### src/rtl/fetch_unit.sv
// fetch_unit: instruction fetch stage.
// Owns the PC and issues in-order word fetches to instruction memory.
// Returned words are queued together with their PCs and handed to decode
// over a valid/ready interface. A redirect flushes the queue, reloads the
// PC and marks every in-flight fetch as stale so its response is dropped.
// Optional feature macro: FETCH_PERF_CNT_EN adds fetch/stall perf counters.
module fetch_unit #(
    parameter int                    BIT_WIDTH  = 32,
    parameter int                    ADDR_WIDTH = 32,
    parameter logic [ADDR_WIDTH-1:0] RESET_PC   = '0,
    parameter int                    DEPTH      = 4
) (
    input  logic                  clk,
    input  logic                  rst,
    output logic                  imem_req_valid,
    input  logic                  imem_req_ready,
    output logic [ADDR_WIDTH-1:0] imem_req_addr,
    input  logic                  imem_rsp_valid,
    input  logic [BIT_WIDTH-1:0]  imem_rsp_data,
    input  logic                  redirect_valid,
    input  logic [ADDR_WIDTH-1:0] redirect_pc,
    output logic                  inst_valid,
    input  logic                  inst_ready,
    output logic [BIT_WIDTH-1:0]  inst_data,
    output logic [ADDR_WIDTH-1:0] inst_pc
`ifdef FETCH_PERF_CNT_EN
    ,
    output logic [31:0]           perf_fetch_cnt,
    output logic [31:0]           perf_stall_cnt
`endif
);

    localparam int PTR_W = $clog2(DEPTH);
    localparam int CNT_W = PTR_W + 1;
    localparam logic [CNT_W:0] DEPTH_V = (CNT_W + 1)'(DEPTH);

    typedef enum logic [1:0] {
        FETCH,
        STALL,
        REDIRECT
    } state_t;

    state_t state_q, state_nxt;

    logic [ADDR_WIDTH-1:0] pc_q;
    logic [CNT_W-1:0]      outst_q;   // requests accepted, response not yet seen
    logic [CNT_W-1:0]      drop_q;    // stale responses still to be discarded
    logic [CNT_W-1:0]      q_cnt_q;   // instruction queue occupancy
    logic [PTR_W-1:0]      pf_wr_q, pf_rd_q;
    logic [PTR_W-1:0]      q_wr_q, q_rd_q;

    // PC of every outstanding request, in issue order
    logic [ADDR_WIDTH-1:0] pf_mem [DEPTH];
    // instruction queue: word plus the PC it was fetched from
    logic [ADDR_WIDTH-1:0] q_pc   [DEPTH];
    logic [BIT_WIDTH-1:0]  q_data [DEPTH];

    logic             has_credit;
    logic             req_fire;
    logic             rsp_take;
    logic             q_push;
    logic             q_pop;
    logic [CNT_W-1:0] outst_nxt;

    // Outstanding requests plus buffered words never exceed DEPTH, so the
    // queue can always absorb every response that is still due.
    assign has_credit = ({1'b0, outst_q} + {1'b0, q_cnt_q}) < DEPTH_V;
    assign req_fire   = imem_req_valid && imem_req_ready;
    // a response with nothing outstanding is a protocol error and is ignored
    assign rsp_take   = imem_rsp_valid && (outst_q != '0);
    assign q_push     = rsp_take && (drop_q == '0) && !redirect_valid;
    assign q_pop      = inst_valid && inst_ready && !redirect_valid;
    assign outst_nxt  = outst_q + CNT_W'(req_fire) - CNT_W'(rsp_take);

    assign imem_req_addr = pc_q;
    assign inst_valid    = (q_cnt_q != '0);
    assign inst_data     = inst_valid ? q_data[q_rd_q] : '0;
    assign inst_pc       = inst_valid ? q_pc[q_rd_q]   : '0;

    // State register
    always_ff @(posedge clk) begin
        if (rst) state_q <= FETCH;
        else     state_q <= state_nxt;
    end

    // Request gating and next-state: a redirect cycle never issues a request.
    // Valid can only drop by losing credit, and credit never shrinks while a
    // request waits for ready, so an asserted request holds until accepted.
    always_comb begin
        state_nxt      = state_q;
        imem_req_valid = 1'b0;
        if (!rst && !redirect_valid) imem_req_valid = has_credit;
        unique case (state_q)
            REDIRECT: state_nxt = FETCH;
            default:  state_nxt = (has_credit && imem_req_ready) ? FETCH : STALL;
        endcase
        if (redirect_valid) state_nxt = REDIRECT;
    end

    // PC, outstanding/drop bookkeeping and queue pointers
    always_ff @(posedge clk) begin
        if (rst) begin
            pc_q    <= RESET_PC;
            outst_q <= '0;
            drop_q  <= '0;
            pf_wr_q <= '0;
            pf_rd_q <= '0;
            q_wr_q  <= '0;
            q_rd_q  <= '0;
            q_cnt_q <= '0;
        end else begin
            outst_q <= outst_nxt;
            if (req_fire) pf_wr_q <= pf_wr_q + 1'b1;
            if (rsp_take) pf_rd_q <= pf_rd_q + 1'b1;
            if (redirect_valid) begin
                pc_q    <= redirect_pc & ~ADDR_WIDTH'(3);
                // everything still in flight after this cycle is stale
                drop_q  <= outst_nxt;
                q_wr_q  <= '0;
                q_rd_q  <= '0;
                q_cnt_q <= '0;
            end else begin
                if (req_fire) pc_q <= pc_q + ADDR_WIDTH'(4);
                if (rsp_take && (drop_q != '0)) drop_q <= drop_q - 1'b1;
                if (q_push) q_wr_q <= q_wr_q + 1'b1;
                if (q_pop)  q_rd_q <= q_rd_q + 1'b1;
                q_cnt_q <= q_cnt_q + CNT_W'(q_push) - CNT_W'(q_pop);
            end
        end
    end

    // Storage arrays; contents are only observed through valid pointers
    always_ff @(posedge clk) begin
        if (req_fire) pf_mem[pf_wr_q] <= pc_q;
        if (q_push) begin
            q_pc[q_wr_q]   <= pf_mem[pf_rd_q];
            q_data[q_wr_q] <= imem_rsp_data;
        end
    end

`ifdef FETCH_PERF_CNT_EN
    // Delivered-instruction and lost-request-slot counters
    always_ff @(posedge clk) begin
        if (rst) begin
            perf_fetch_cnt <= '0;
            perf_stall_cnt <= '0;
        end else begin
            if (q_pop) perf_fetch_cnt <= perf_fetch_cnt + 32'd1;
            if (!redirect_valid && !req_fire) perf_stall_cnt <= perf_stall_cnt + 32'd1;
        end
    end
`endif

endmodule
### config.mk
export PLATFORM = sky130hd
export DESIGN_NAME = fetch_unit
export DESIGN_NICKNAME = d
export VERILOG_FILES = /design/src/rtl/fetch_unit.sv
export SDC_FILE = /design/constraint.sdc
export NUM_CORES = 1
export LEC_CHECK = 0
export ABC_CLOCK_PERIOD_IN_PS = 4150
export CELL_PAD_IN_SITES_DETAIL_PLACEMENT = 2
export CELL_PAD_IN_SITES_GLOBAL_PLACEMENT = 2
export CORE_AREA = 2 2 200 202
export CTS_CLUSTER_DIAMETER = 200
export DETAILED_ROUTE_END_ITERATION = 10
export DIE_AREA = 0 0 202 204
export PLACE_DENSITY_LB_ADDON = 0.1
export SLEW_MARGIN = 20
export SYNTH_ARGS = -nofsm -noshare
export SYNTH_HDL_FRONTEND = slang
export SYNTH_SLANG_ARGS = --single-unit
### constraint.sdc
create_clock -name clk -period 4.15 [get_ports clk]
set_clock_uncertainty 0.05 [all_clocks]
set_input_delay 0.415 -clock clk [delete_from_list [all_inputs] [get_ports clk]]
set_output_delay 0.415 -clock clk [all_outputs]
set_load 0.02 [all_outputs]
==> flow_metrics.tcl <==
set metrics [dict create \
    status "finished clean" \
    post-synth-top-count-cell "edfxtp_1" \
    num-nets-final 1184 \
    slew_viol_final 0 \
    arrival_ps 2870 \
    syn_area_sq_um 16600 \
    die_y_microns 204 \
    gr-usage-all-layers 0.223 \
    postLayoutCellArea_sq_um 20500 \
    post_drt_wl_per_cell_microns 27.2 \
    clock_path_buffers 3 \
    postLayoutCoreUtil 0.523 \
    ys_async_sr_fraction 0 \
    holdWs_ps 221 \
    worstSetupStartpointType "register" \
    antenna_found_initial 2 \
    pin_count 168 \
    cp_max_fo 16 \
    dpl_cell_area_sq_um 19000 \
    synthFlopType "edfxtp_1" \
    grt_max_degree 63 \
    dp.cells 1572 \
    start_util 0.423 \
    drt-initial-drc-count 408 \
    synth_edf_count 368 \
    die-area_sq_um 41200 \
    drive_above_1_share 0.179 \
    dr_total_vias 9108 \
    dp_hpwl_mm 27.2 \
    worst_pin_slew_ps 952 \
    clock-sinks 419 \
    htree_levels 2 \
    cts_tree "built" \
    yosysWarnings 0 \
    yosysTopAreaCell "edfxtp_1" \
    syn_inst 908 \
    layout_setup_ws_ps 814 \
    gr-total-overflow 0 \
    cts.clk_slew.worst_paths_ps 60 \
    rrSetupSlack_ps 1150 \
    max_stage_delay_ps 610 \
    synth.distinct_cells 56 \
    post_cts_buffers 0 \
    rsz0062_at_grt "false" \
    rr_worst_depth 6 \
    r2r_start "imem_req_addr[2]" \
    hold_buffers 0 \
    place_congestion 0.757 \
    min_path_type "input pin to register" \
    io_buffer_count 161 \
    insertion_delay_ps 550 \
    end_kind "primary output" \
    areaGrowthSynthToFinish_pct 23.5 \
    ys_top_cells_by_area "edfxtp_1, mux4_2, dfxtp_1" \
    cp-endpoint "inst_pc[2]" \
    fmax_ghz 0.300 \
    worst_path_max_delay_cell "dfxtp_4" \
    setup-violations-final 0 \
    ys_seq_area_frac 0.728 \
    fillCellCount 3432 \
    criticalPathCategory "register to primary output" \
    wl_mm 45.0 \
    cts_resized 0 \
    synth_common_cells "edfxtp_1, mux4_2, and2_1, dfxtp_1, nor2_1" \
    coreArea_sq_um 39200 \
    max-vdd-ir-drop_mv 0.322 \
    fin_crit_sh 0.804 \
    cts-root-buf "clkbuf_16" \
    vias_per_cell 5.51 \
    drtPass1Iterations 5 \
    drc 0 \
    ant_nets 0 \
    cts_buffers 46 \
    synth-seq-cells 419 \
    grt_pass1_wl_mm 68.1 \
    die_x_microns 202 \
    rows 73 \
    tns_ps 0 \
    pre_cts_slack_ps 972 \
    synth_top_cell_area_share 0.666 \
    first_global_vias 10400 \
    p_leak_nw 6.57 \
    fin_crit_ps 3340 \
    drv_cap 0 \
    power.total_mw 10.5 \
    required_ps 3680 \
    timing.slew.headroom 0.366 \
    power_density_nw_per_um2 514 \
    synth_area_per_cell_sq_um 18.3 \
    r2r_end "imem_req_addr[24]" \
    hold_viol 0 \
    fin_cells 1654 \
    crit_chain "buf_4, mux4_2, and2_1, clkdlybuf4s50_1" \
]
-- area by class of cell --
type / instances / area (sq um) / share of cell area
sequential: 419 / 12100 / 0.590
multi-input combinational: 425 / 4260 / 0.208
timing repair buffer: 183 / 1900 / 0.0926
clock buffer: 52 / 1190 / 0.0583
tap: 525 / 657 / 0.0321
clock inverter: 29 / 319 / 0.0156
inverter: 20 / 75.1 / 0.00366
antenna: 1 / 2.50 / 0.000122
-- layer usage --
| layer | up-vias | global-route usage | share of wire |
|---|---|---|---|
| met4 | 2 | 0.0551 | 0.020 |
| li1 | 3979 | - | - |
| met5 | - | 0 | 0.00029 |
| met2 | 237 | 0.395 | 0.51 |
| met1 | 4826 | 0.290 | 0.43 |
| met3 | 64 | 0.0320 | 0.037 |
-- worst min-delay path by stage --
stage | startpoint | end | slack, ps | cells past startpoint
after global routing | redirect_valid | drop_q[2] | 240 | 2
after global placement | pf_wr_q[1] | pf_wr_q[1] | 440 | 2
after CTS | redirect_valid | drop_q[2] | 200 | 2
final | redirect_valid | drop_q[2] | 220 | 2
after floorplan | pf_wr_q[1] | pf_wr_q[1] | 420 | 2
after detailed placement | pf_rd_q[1] | register | 470 | 2
-- worst max-delay path: cells and delay by family (launching register included) --
kind          cells  cell delay (ps)
buf+inv           2              970
simple gates      1              190
mux               1              530
flops             1              610
-- power by group --
group          total [mW]  leakage, nW  internal (mW)  switching, mW
clock network        4.16        0.746           2.49           1.66
registers            5.11         3.76           4.89          0.215
logic                1.26         2.07          0.607          0.649
total                10.5         6.57           8.00           2.52
-- state kept, by name, indices dropped and copies added (netlist names), 3 cells and up, named ones only --
| register | cells |
|---|---|
| q_data | 128 |
| q_cnt_q | 3 |
| imem_req_addr | 30 |
| outst_q | 3 |
| pf_mem | 120 |
| q_pc | 120 |
| drop_q | 3 |
-- cells by family (layout without fill, tap and decap cells) --
kind of cell	count (synthesis)	count (layout)	share of synthesized area
buffers and inverters	67	284	0.0170
flip-flops	419	419	0.728
XOR/XNOR	16	16	0.00845
AND/OR/NAND/NOR	215	215	0.0720
AO/OA/AOI/OAI	71	71	0.0294
other	1	5	0.000226
adder cells (fa/ha/maj)	19	19	0.0152
multiplexers	100	100	0.130
-- cell usage in the layout (no fill, tap or decap), drive strengths merged, types with 14 or more instances in the layout --
cell	n
nor2	41
and2	70
clkdlybuf4s50	160
nand2	25
mux4	92
ha	17
nand4	14
a21oi	17
clkbuf	52
nand3	21
inv	21
dfxtp	51
buf	23
edfxtp	368
clkinv	20
(Power assumes the default switching activity.)
